`config.mk`:
```
export PLATFORM = sky130hd
export DESIGN_NAME = sent_crc_engine
export DESIGN_NICKNAME = d
export VERILOG_FILES = /design/src/rtl/sent_pkg.sv /design/src/rtl/sent_crc_step.sv /design/src/rtl/sent_crc_engine.sv
export SDC_FILE = /design/constraint.sdc
export NUM_CORES = 1
export LEC_CHECK = 0
export CAP_MARGIN = 40
export CORE_MARGIN = 4
export CORE_UTILIZATION = 49
export DETAILED_ROUTE_END_ITERATION = 7
export PLACE_DENSITY_LB_ADDON = 0.25
export SYNTH_ARGS = -nofsm -noshare
export SYNTH_HDL_FRONTEND = slang
export SYNTH_HIERARCHICAL = 1
export SYNTH_SLANG_ARGS = --single-unit
export TNS_END_PERCENT = 20
```
`constraint.sdc`:
```
create_clock -name clk -period 2.95 [get_ports clk]
set_input_delay 0.295 -clock clk [delete_from_list [all_inputs] [get_ports clk]]
set_output_delay 0.295 -clock clk [all_outputs]
set_load 0.005 [all_outputs]
```
`src/rtl/sent_pkg.sv`:
```
// rtl/sent_pkg.sv - shared encodings and constants for the SENT CRC engine
package sent_pkg;

    localparam logic MODE_LEGACY      = 1'b0;
    localparam logic MODE_RECOMMENDED = 1'b1;

    typedef enum logic [1:0] {
        IDLE    = 2'd0,
        ACCUM   = 2'd1,
        AUGMENT = 2'd2,
        DONE    = 2'd3
    } state_t;

    localparam logic [3:0] CRC4_POLY = 4'hD;
    localparam logic [3:0] CRC4_SEED = 4'h5;
    localparam logic [5:0] CRC6_POLY = 6'h19;
    localparam logic [5:0] CRC6_SEED = 6'h15;

endpackage

```
`src/rtl/sent_crc_step.sv`:
```
// rtl/sent_crc_step.sv - combinational CRC update of one DIN_W beat, MSB first
module sent_crc_step #(
    parameter int CRC_W = 4,
    parameter int DIN_W = 4,
    parameter logic [CRC_W-1:0] POLY = 4'hD
) (
    input  logic [CRC_W-1:0] crc_in,
    input  logic [DIN_W-1:0] din,
    output logic [CRC_W-1:0] crc_out
);

    logic [CRC_W-1:0] c;
    logic             fb;

    always_comb begin
        c  = crc_in;
        fb = 1'b0;
        for (int i = DIN_W - 1; i >= 0; i--) begin
            fb = c[CRC_W-1] ^ din[i];
            c  = {c[CRC_W-2:0], 1'b0} ^ (fb ? POLY : '0);
        end
        crc_out = c;
    end

endmodule

```
`src/rtl/sent_crc_engine.sv`:
```
// rtl/sent_crc_engine.sv - parametrised nibble-serial CRC engine with optional zero-beat augmentation
module sent_crc_engine
    import sent_pkg::*;
#(
    parameter int CRC_W = 4,
    parameter int DIN_W = 4,
    parameter logic [CRC_W-1:0] POLY = CRC4_POLY,
    parameter logic [CRC_W-1:0] SEED = CRC4_SEED
) (
    input  logic             clk,
    input  logic             reset,
    input  logic             start,
    input  logic             mode,
    input  logic [DIN_W-1:0] din,
    input  logic             din_valid,
    input  logic             din_last,
    output logic             din_ready,
    input  logic [CRC_W-1:0] crc_rx,
    output logic [CRC_W-1:0] crc_out,
    output logic             crc_valid,
    output logic             crc_ok,
    output logic             busy
);

    state_t           state;
    state_t           state_next;
    logic             mode_q;
    logic [CRC_W-1:0] crc_q;
    logic [CRC_W-1:0] crc_rx_q;
    logic [CRC_W-1:0] step_out;
    logic [DIN_W-1:0] step_din;
    logic [CRC_W-1:0] cmp_rx;
    logic             accept;

    assign din_ready = (state == ACCUM);
    assign busy      = (state == ACCUM) || (state == AUGMENT);
    assign crc_valid = (state == DONE);
    // start wins over a beat presented in the same cycle
    assign accept    = din_valid && din_ready && !start;
    assign step_din  = (state == AUGMENT) ? '0 : din;
    // legacy finishes in the same cycle crc_rx is presented, so compare it directly
    assign cmp_rx    = (state == AUGMENT) ? crc_rx_q : crc_rx;

    sent_crc_step #(
        .CRC_W (CRC_W),
        .DIN_W (DIN_W),
        .POLY  (POLY)
    ) u_step (
        .crc_in  (crc_q),
        .din     (step_din),
        .crc_out (step_out)
    );

    always_comb begin
        state_next = state;
        if (start) begin
            state_next = ACCUM;
        end else begin
            case (state)
                IDLE:    state_next = IDLE;
                ACCUM:   if (accept && din_last)
                             state_next = (mode_q == MODE_RECOMMENDED) ? AUGMENT : DONE;
                AUGMENT: state_next = DONE;
                DONE:    state_next = IDLE;
                default: state_next = IDLE;
            endcase
        end
    end

    always_ff @(posedge clk) begin
        if (reset) begin
            state    <= IDLE;
            crc_q    <= SEED;
            crc_out  <= SEED;
            crc_ok   <= 1'b0;
            mode_q   <= MODE_LEGACY;
            crc_rx_q <= '0;
        end else begin
            state <= state_next;
            if (start) begin
                crc_q  <= SEED;
                mode_q <= mode;
            end else if (accept || state == AUGMENT) begin
                crc_q <= step_out;
            end
            if (accept && din_last) begin
                crc_rx_q <= crc_rx;
            end
            // results are published on entry to DONE so they line up with crc_valid
            if (state_next == DONE && state != DONE) begin
                crc_out <= step_out;
                crc_ok  <= (step_out == cmp_rx);
            end
        end
    end

endmodule

```
# Word level (Yosys, flattened, before mapping)
# Index checks and enable logic that the tools add are counted.
op_classes:
  n_eq_ne: 6
  mux: 10
  bitwise: 8
  n_reduce_logical: 10
op_table:
  columns: ["cell", "n"]
  rows:
  - ["$mux 4", 6]
  - ["$xor 4x4->4", 4]
  - ["$eq 2x2->1 const B", 3]
  - ["$pmux 2 s3", 1]
  - ["$eq 4x4->1", 1]
  - ["$logic_and 1x1->1", 4]
  - ["$mux 2", 2]
  - ["$reduce_or 2->1", 2]
  - ["$xor 1x1->1", 4]
  - ["$eq 2x1->1 const B", 1]
  - ["$logic_not 2->1", 1]
  - ["$logic_or 1x1->1", 2]
  - ["$ne 2x2->1 const B", 1]
  - ["$logic_not 1->1", 1]
  - ["$mux 1", 1]
word_totals:
  ff_bits: 16
  input_bits: 14
  out_inout_bits: 8
  word_cells: 40

# Logic depth before layout (Yosys ltp)
# Gate-level depths: netlist of run 1.
depth:
  ltp_word: 15
  ltp_mapped: 10
  ltp_nobuf: 8

# Hierarchy
# Netlist of run 1, hierarchy kept.
modules_own_cells:
  columns: ["module", "n_inst", "cells_each", "area_each_um2", "seq_area_each_um2"]
  rows:
  - ["sent_crc_engine", 1, 87, 842.1, 320.3]
  - ["sent_crc_step", 1, 9, 128.9, 0.0]

# Worst setup path after synthesis of run 1
# Ideal clock, no wire load.
synth_path:
  path_type: "register -> register"
  from: "register state[0]"
  to: "register crc_ok"
  setup_time_ps: 117
  arrival_ps: 2123
  required_time_ps: 2833
  slack_ps: 709
  stages_incl_launch_ff: 11
  path_buffers: 2
  synth_period_minus_slack_ps: 2241
  cell_sequence: "dfxtp_1 > inv_1 > ha_1 > buf_2 > nor2b_1 > xnor2_2 > xnor3_1 > buf_4 > xnor2_1 > nor4_2 > a32o_2"
synth_via:
  elab_cells_between_ends: 29
  classes_between: "6 x eq/ne; 9 x mux; 8 x bitwise; 6 x reduce/logical"
synth_rtl:
  columns: ["element", "line", "rtl"]
  rows:
  - ["from (decl)", "sent_crc_engine.sv:25", "state_t state;"]
  - ["from (signal assigned)", "sent_crc_engine.sv:79", "state <= state_next;"]
  - ["$eq 2x2->1", "sent_crc_engine.sv:40", "assign step_din = (state == AUGMENT) ? '0 : din;"]
  - ["$mux 4", "sent_crc_engine.sv:40", null]
  - ["net step_din[1]", "sent_crc_engine.sv:31", "logic [DIN_W-1:0] step_din;"]
  - ["$xor 1x1->1", "sent_crc_step.sv:19", "fb = c[CRC_W-1] ^ din[i];"]
  - ["$mux 4", "sent_crc_step.sv:20", "c = {c[CRC_W-2:0], 1'b0} ^ (fb ? POLY : '0);"]
  - ["$xor 4x4->4", "sent_crc_step.sv:20", null]
  - ["$xor 1x1->1", "sent_crc_step.sv:19", null]
  - ["net u_step.fb", "sent_crc_step.sv:13", "logic fb;"]
  - ["$mux 4", "sent_crc_step.sv:20", null]
  - ["$xor 4x4->4", "sent_crc_step.sv:20", null]
  - ["net step_out[0]", "sent_crc_engine.sv:30", "logic [CRC_W-1:0] step_out;"]
  - ["$eq 4x4->1", "sent_crc_engine.sv:92", "crc_ok <= (step_out == cmp_rx);"]
  - ["to (signal assigned)", "sent_crc_engine.sv:92", null]
  - ["to (decl)", "sent_crc_engine.sv:21", "output logic crc_ok,"]
# The timed path passes the listed nets, and every way through them passes these cells.
# A chain may end at the register's enable or synchronous reset.

# Final worst setup path of run 1
layout_path:
  from: "register state[0]"
  to: "register crc_ok"
layout_via:
  elab_cells_between_ends: 29
  classes_between: "6 x eq/ne; 9 x mux; 8 x bitwise; 6 x reduce/logical"
layout_rtl:
  columns: ["element", "line"]
  rows:
  - ["$eq 2x2->1 *", "sent_crc_engine.sv:40"]
  - ["$mux 4 *", "sent_crc_engine.sv:40"]
  - ["net step_din[2]", "sent_crc_engine.sv:31"]
  - ["$xor 1x1->1 *", "sent_crc_step.sv:19"]
  - ["$mux 4 *", "sent_crc_step.sv:20"]
  - ["$xor 4x4->4 *", "sent_crc_step.sv:20"]
  - ["$xor 1x1->1", "sent_crc_step.sv:19"]
  - ["$mux 4", "sent_crc_step.sv:20"]
  - ["$xor 4x4->4 *", "sent_crc_step.sv:20"]
  - ["$xor 1x1->1", "sent_crc_step.sv:19"]
  - ["$mux 4", "sent_crc_step.sv:20"]
  - ["$xor 4x4->4 *", "sent_crc_step.sv:20"]
  - ["net step_out[2]", "sent_crc_engine.sv:30"]
  - ["$eq 4x4->1 *", "sent_crc_engine.sv:92"]
# The timed path passes the listed nets; every way through them passes the cells marked *.

==> impl_metrics.toml, run 1 <==
[detailed_routing]
dr.pass1.iters = 4
via_per_inst = 5.31
wl_mm = 2.08
num_vias = 744
drcViolationCount = 0
drt_iter0_drc = 19
antenna_left = 0
wire_per_inst_um = 14.9

[placed_design]
gp_congestion = 0.812
io_buffers = 21
dp.final_hpwl_mm = 1.61
placed_cell_area_sq_um = 1180

[run]
maxCapViolCount = 0

[min_path]
hold_depth = 2
hp-start = "crc_out[3]$_SDFFE_PP0P_"
min_to = "crc_out[3]$_SDFFE_PP0P_"
hold_class = "reg -> reg"

[synth]
yosys_warnings = 6
synthFlopType = "dfxtp_1"
netlist_area_sq_um = 971
synth_async_sr_flop_share_pct = 0
avgSynthCellArea_sq_um = 10.1
synthCells = 96
ys_seq_area_share_pct = 33.0
synth-seq-cells = 16
synth_cell_types = 31
ys_top_cells_by_area = "dfxtp_1, mux2i_1, xnor2_1, ha_1, xnor2_2"
synth_edf_count = 0
post-synth-top-area-cell = "dfxtp_1"
synth_top_area_share_pct = 33.0
synth_nets = 113

[floorplan]
die_x_um = 52.5
chipHeight_um = 52.5
initial_core_util_pct = 53.9
ios = 22
core.rowCount = 15
core-area_sq_um = 1800
dieArea_sq_um = 2760

[clock_network]
clk_pin_slew_ns = 0.09
clock_latency_ns = 0.28
h-tree-depth = 1
tritoncts = "yes"
cts_hold_buf = 0
cts-buffers-inserted = 3
postCtsSetupRepairBufs = 0
cts_resized = 0
root_buffer = "clkbuf_4"
clkSinkCount = 16
clock_path_buffers = 2

[sta]
clock_skew_ns = 0.00696
fin_crit_sh_pct = 83.7
worst_slew_pin_slew_ns = 0.630
finalHoldViolations = 0
drv_slew = 0
relSlewSlack_pct = 57.8
totalNegativeSetupSlack_ns = 0
max_freq_ghz = 0.405
rsz0062_at_grt = "no"
setup_viol = 0
min_period_ns = 2.47

[global_route]
grt-ovfl-total = 0
grt_usage_pct = 17.3
grt_first_pass_wirelength_mm = 3.52
grt_pass1_vias = 748
grt_start_max_net_pins = 14
antenna_found_initial = 0

[cells_and_area]
final_area_sq_um = 1200
diodes = 0
layout_common_cells = "clkdlybuf4s50_1, dfxtp_1, mux2i_1"
area_delta_synth_final_pct = 23.8
final_common_cell = "clkdlybuf4s50_1"
utilization_pct = 66.7
nets = 134
drive_gt1_share_pct = 10.4

[critical_path]
path_class = "reg -> reg"
setup.worst_path.end_class = "flop"
r2r_start = "state[0]$_SDFF_PP0_"
crit_slowest_cell = "xor3_1"
crit_required_ns = 3.13
worstPathArrival_ns = 2.65
rrSetupSlack_ns = 0.48
critPathMaxStageDelay_ns = 0.52
ff2ff_path_depth = 8
path_max_fanout = 11
start_kind = "flop"
path_cells = "inv_1 -> ha_1 -> nor2b_1 -> xor2_2 -> xor3_1 -> xnor2_1 -> nor4_2 -> a32o_2"
worst_path_dominant_cell_family = "XOR/XNOR gates"
regToRegEndpoint = "crc_ok$_SDFFE_PP0P_"
cp_num_buf_inv = 1

[power_and_ir_drop]
power_leakage_nw = 0.510
peakVddDrop_mv = 0.324
p_per_area_nw_per_um2 = 373
power_uw = 449

[status]
status = "finished, final reports clean"
state kept, by name, indices dropped and copies added, names as in the netlist:
| name | flops |
|---|---|
| mode_q | 1 |
| crc_ok | 1 |
| crc_q | 4 |
| state | 2 |
| crc_out | 4 |
| crc_rx_q | 4 |
tightest hold or removal path: cells and delay by family (launching register included):
family | cells | cell delay [ns]
flops | 1 | 0.31
compound gates | 2 | 0.12
worst max-delay path by stage:
stage / startpoint / endpoint / depth (start not counted)
after floorplan: state[0]$_SDFF_PP0_ / crc_ok$_SDFFE_PP0P_ / 10
final: state[0]$_SDFF_PP0_ / crc_ok$_SDFFE_PP0P_ / 8
after global placement: state[0]$_SDFF_PP0_ / crc_ok$_SDFFE_PP0P_ / 8
after detailed placement: state[0]$_SDFF_PP0_ / crc_ok$_SDFFE_PP0P_ / 8
after global routing: state[0]$_SDFF_PP0_ / crc_ok$_SDFFE_PP0P_ / 8
after CTS: state[0]$_SDFF_PP0_ / crc_ok$_SDFFE_PP0P_ / 8
cells in the mapped netlist (2+ instances only):
master   instances
nand3_1          6
buf_2            2
nand2_1          3
o21ai_0          5
nor2b_1          4
xnor2_1          7
a21oi_1          3
dfxtp_1         16
ha_1             3
mux2i_1         14
nor2_1           6
inv_1            5
xnor2_2          2
nor3_1           3
cell type report:
class / count / area, sq um
Tap cell: 25 / 31.3
Clock buffer: 3 / 22.5
Inverter: 5 / 18.8
Multi-Input combinational cell: 70 / 599
Timing Repair Buffer: 21 / 210
Sequential cell: 16 / 320
Fill cell: 155 / 599
power breakdown:
part	switching (mW)	leakage, nW	internal, mW	total, mW
Sequential	0.00355	0.130	0.221	0.224
Combinational	0.0515	0.367	0.0600	0.111
Clock	0.0658	0.0138	0.0474	0.113
kinds of logic after synthesis:
family / Yosys count / share of synthesized area, %
xor gates and xnor gates: 12 / 16.1
DFF: 16 / 33.0
adders and majority gates: 3 / 3.87
and+or+nand+nor: 26 / 16.6
muxes: 14 / 14.4
buffers and inverters: 10 / 5.28
AOI/OAI and AO/OA: 15 / 10.7
through the flow:
step           std cells  setup slack, ns  hold slack [ns]
4_1_cts              140            0.497            0.483
2_1_floorplan         96            0.709            0.400
5_1_grt              140            0.351            0.520
6_report             140            0.480            0.481
3_3_place_gp         137            0.625            0.468
3_5_place_dp         137            0.542            0.469
routing by layer:
| metal | part of all wire (%) | vias to the layer above | global-route usage [%] |
|---|---|---|---|
| met3 | 5.9 | 0 | 5.70 |
| met1 | 41 | 351 | 20.1 |
| met5 | 0 | - | 0 |
| met4 | 0 | 0 | 1.28 |
| met2 | 53 | 20 | 31.8 |
| li1 | - | 373 | - |
(Power assumes the default switching activity.)
==> inputs of run 2 (changes only) <==
CORE_UTILIZATION = 44   (was 49)
clock period = 2.2 ns   (was 2.95 ns; I/O delays follow)
==> run 2 against run 1 <==
Effect of this change: largest cell class unchanged; die area increased by 9.6%; worst hold slack improved by 0.0011 ns; cell count increased by 8.6%; maximum frequency increased by 18%; count of clock-buffer cells in the layout increased by 1; non-clock buffer count increased by 9; wire length increased by 3.4%; first-iteration DRC count decreased by 16%; combinational power increased by 53%.
==> impl_metrics.toml, run 2 (synthesis results as in run 1) <==
[sta]
max_freq_ghz = 0.478
finalHoldViolations = 0
worst_slew_pin_slew_ns = 0.477
relSlewSlack_pct = 68.1
setup_viol = 0
drv_slew = 0
totalNegativeSetupSlack_ns = 0
timing.hold.ws_ns = 0.482
fin_crit_sh_pct = 95.0
min_period_ns = 2.09
clock_skew_ns = 0.000709

[cells_and_area]
final_area_sq_um = 1300
seq_area_sq_um = 320
top_regs = "crc_out x4, crc_q x4, crc_rx_q x4"
fillerInstances = 165
drive_gt1_share_pct = 20.8
utilization_pct = 64.1
nets = 143
final_common_cell = "clkdlybuf4s50_1"
multi_input_area_sq_um = 609
diodes = 0
layout_common_cells = "clkdlybuf4s50_1, dfxtp_1, mux2i_1"
area_delta_synth_final_pct = 33.5

[critical_path]
path_max_fanout = 5
crit_required_ns = 2.39
critPathMaxStageDelay_ns = 0.51
worstPathArrival_ns = 2.28
endpoint = "crc_ok$_SDFFE_PP0P_"
start_kind = "flop"
rrSetupSlack_ns = 0.11
worst_path_dominant_cell_family = "XOR/XNOR gates"
cp.depth = 8
setup.worst_path.end_class = "flop"
crit_slowest_cell = "xor3_1"
regToRegEndpoint = "crc_ok$_SDFFE_PP0P_"
path_class = "reg -> reg"
crit_start = "state[0]$_SDFF_PP0_"
ff2ff_path_depth = 8
cp_num_buf_inv = 1
path_cells = "inv_1 -> ha_2 -> nor2b_2 -> xnor2_2 -> xor3_1 -> xnor2_1 -> nor4_2 -> a32o_2"
r2r_start = "state[0]$_SDFF_PP0_"

[placed_design]
dp.final_hpwl_mm = 1.67
gp_congestion = 0.825
placed_cell_area_sq_um = 1240
io_buffers = 21

[floorplan]
core-area_sq_um = 2020
dieArea_sq_um = 3020
core.rowCount = 16
die_x_um = 55.0
ios = 22
chipHeight_um = 55.0
initial_core_util_pct = 48.0

[clock_network]
h-tree-depth = 1
clk_pin_slew_ns = 0.09
cts-buffers-inserted = 3
clock_path_buffers = 2
cts_hold_buf = 0
clkSinkCount = 16
root_buffer = "clkbuf_4"
tritoncts = "yes"
clock_latency_ns = 0.29

[status]
status = "finished, final reports clean"

[detailed_routing]
drt-met1-wl_um = 861
num_vias = 778
wl_met3_um = 121
drcViolationCount = 0
dr.pass1.iters = 4
antenna_left = 0
top_layer_used = "met4"
wire_per_inst_um = 14.2
drt_iter0_drc = 16
dr_wl_met2_mm = 1.13
wl_mm = 2.15
via_per_inst = 5.12

[power_and_ir_drop]
peakVddDrop_mv = 0.451
p_per_area_nw_per_um2 = 516
power_leakage_nw = 0.563
power_uw = 668

[run]
maxCapViolCount = 0

[global_route]
grt-ovfl-total = 0
grt_start_max_net_pins = 14
antenna_found_initial = 0
grt_usage_pct = 16.5
grt_first_pass_wirelength_mm = 3.42
grt_pass1_vias = 778

[min_path]
hold_class = "reg -> reg"
run 2: cell count changes in the layout (fill, tap and decap cells not counted):
cell | previous run | this run
buf_4 | 0 | 9
nor2b_1 | 4 | 1
nor2b_2 | 0 | 3
clkbuf_8 | 0 | 1
ha_1 | 3 | 2
ha_2 | 0 | 1
run 2: how the worst min path moves through the flow:
stage                                 start                 endpoint  slack, ns  cells after the start
floorplan                             reset    crc_q[0]$_SDFFE_PP1P_       0.33                      2
global placement    crc_out[3]$_SDFFE_PP0P_  crc_out[3]$_SDFFE_PP0P_       0.47                      2
detailed placement  crc_out[1]$_SDFFE_PP0P_  crc_out[1]$_SDFFE_PP0P_       0.47                      2
global route        crc_out[1]$_SDFFE_PP0P_  crc_out[1]$_SDFFE_PP0P_       0.53                      2
finish              crc_out[1]$_SDFFE_PP0P_  crc_out[1]$_SDFFE_PP0P_       0.48                      2
CTS                 crc_out[1]$_SDFFE_PP0P_  crc_out[1]$_SDFFE_PP0P_       0.49                      2
run 2: repair_timing:
item / in CTS / in global routing
resized for setup: 1 / 2
setup endpoints to repair: 1 / 1
setup buffers: 2 / 0
pin swaps: 3 / 2
run 2: area by class of cell:
| class | count | share of cell area, % |
|---|---|---|
| well taps | 27 | 2.61 |
| multi-input cells | 70 | 47.0 |
| repair buffers | 30 | 21.4 |
| inverters | 5 | 1.45 |
| clock buffers | 4 | 2.80 |
| flip-flops and latches | 16 | 24.7 |
run 2: report_power, final:
group          switching [mW]  internal (mW)  leakage (nW)
sequential            0.00401          0.296         0.130
combinational          0.0727         0.0978         0.413
clock                  0.0970          0.101        0.0210
total                   0.174          0.495         0.563
run 2: layer usage:
metal | vias up | GRT usage, %
li1 | 396 | -
met1 | 354 | 17.5
met2 | 24 | 30.1
met3 | 4 | 3.49
met4 | 0 | 8.91
met5 | - | 0
run 2: metrics by stage:
stage                     setup slack [ns]  instances
after global placement              0.0835        146
after detailed placement           -0.0181        146
after CTS                           0.0335        152
final                                0.109        152
after floorplan                    0.00827         96
after global routing              -0.00329        152
run 2: worst min-delay path, delay by kind of cell, from the launching register on:
kind | cells | cell delay, ns
AO/OA/AOI/OAI | 2 | 0.12
flip-flops | 1 | 0.32
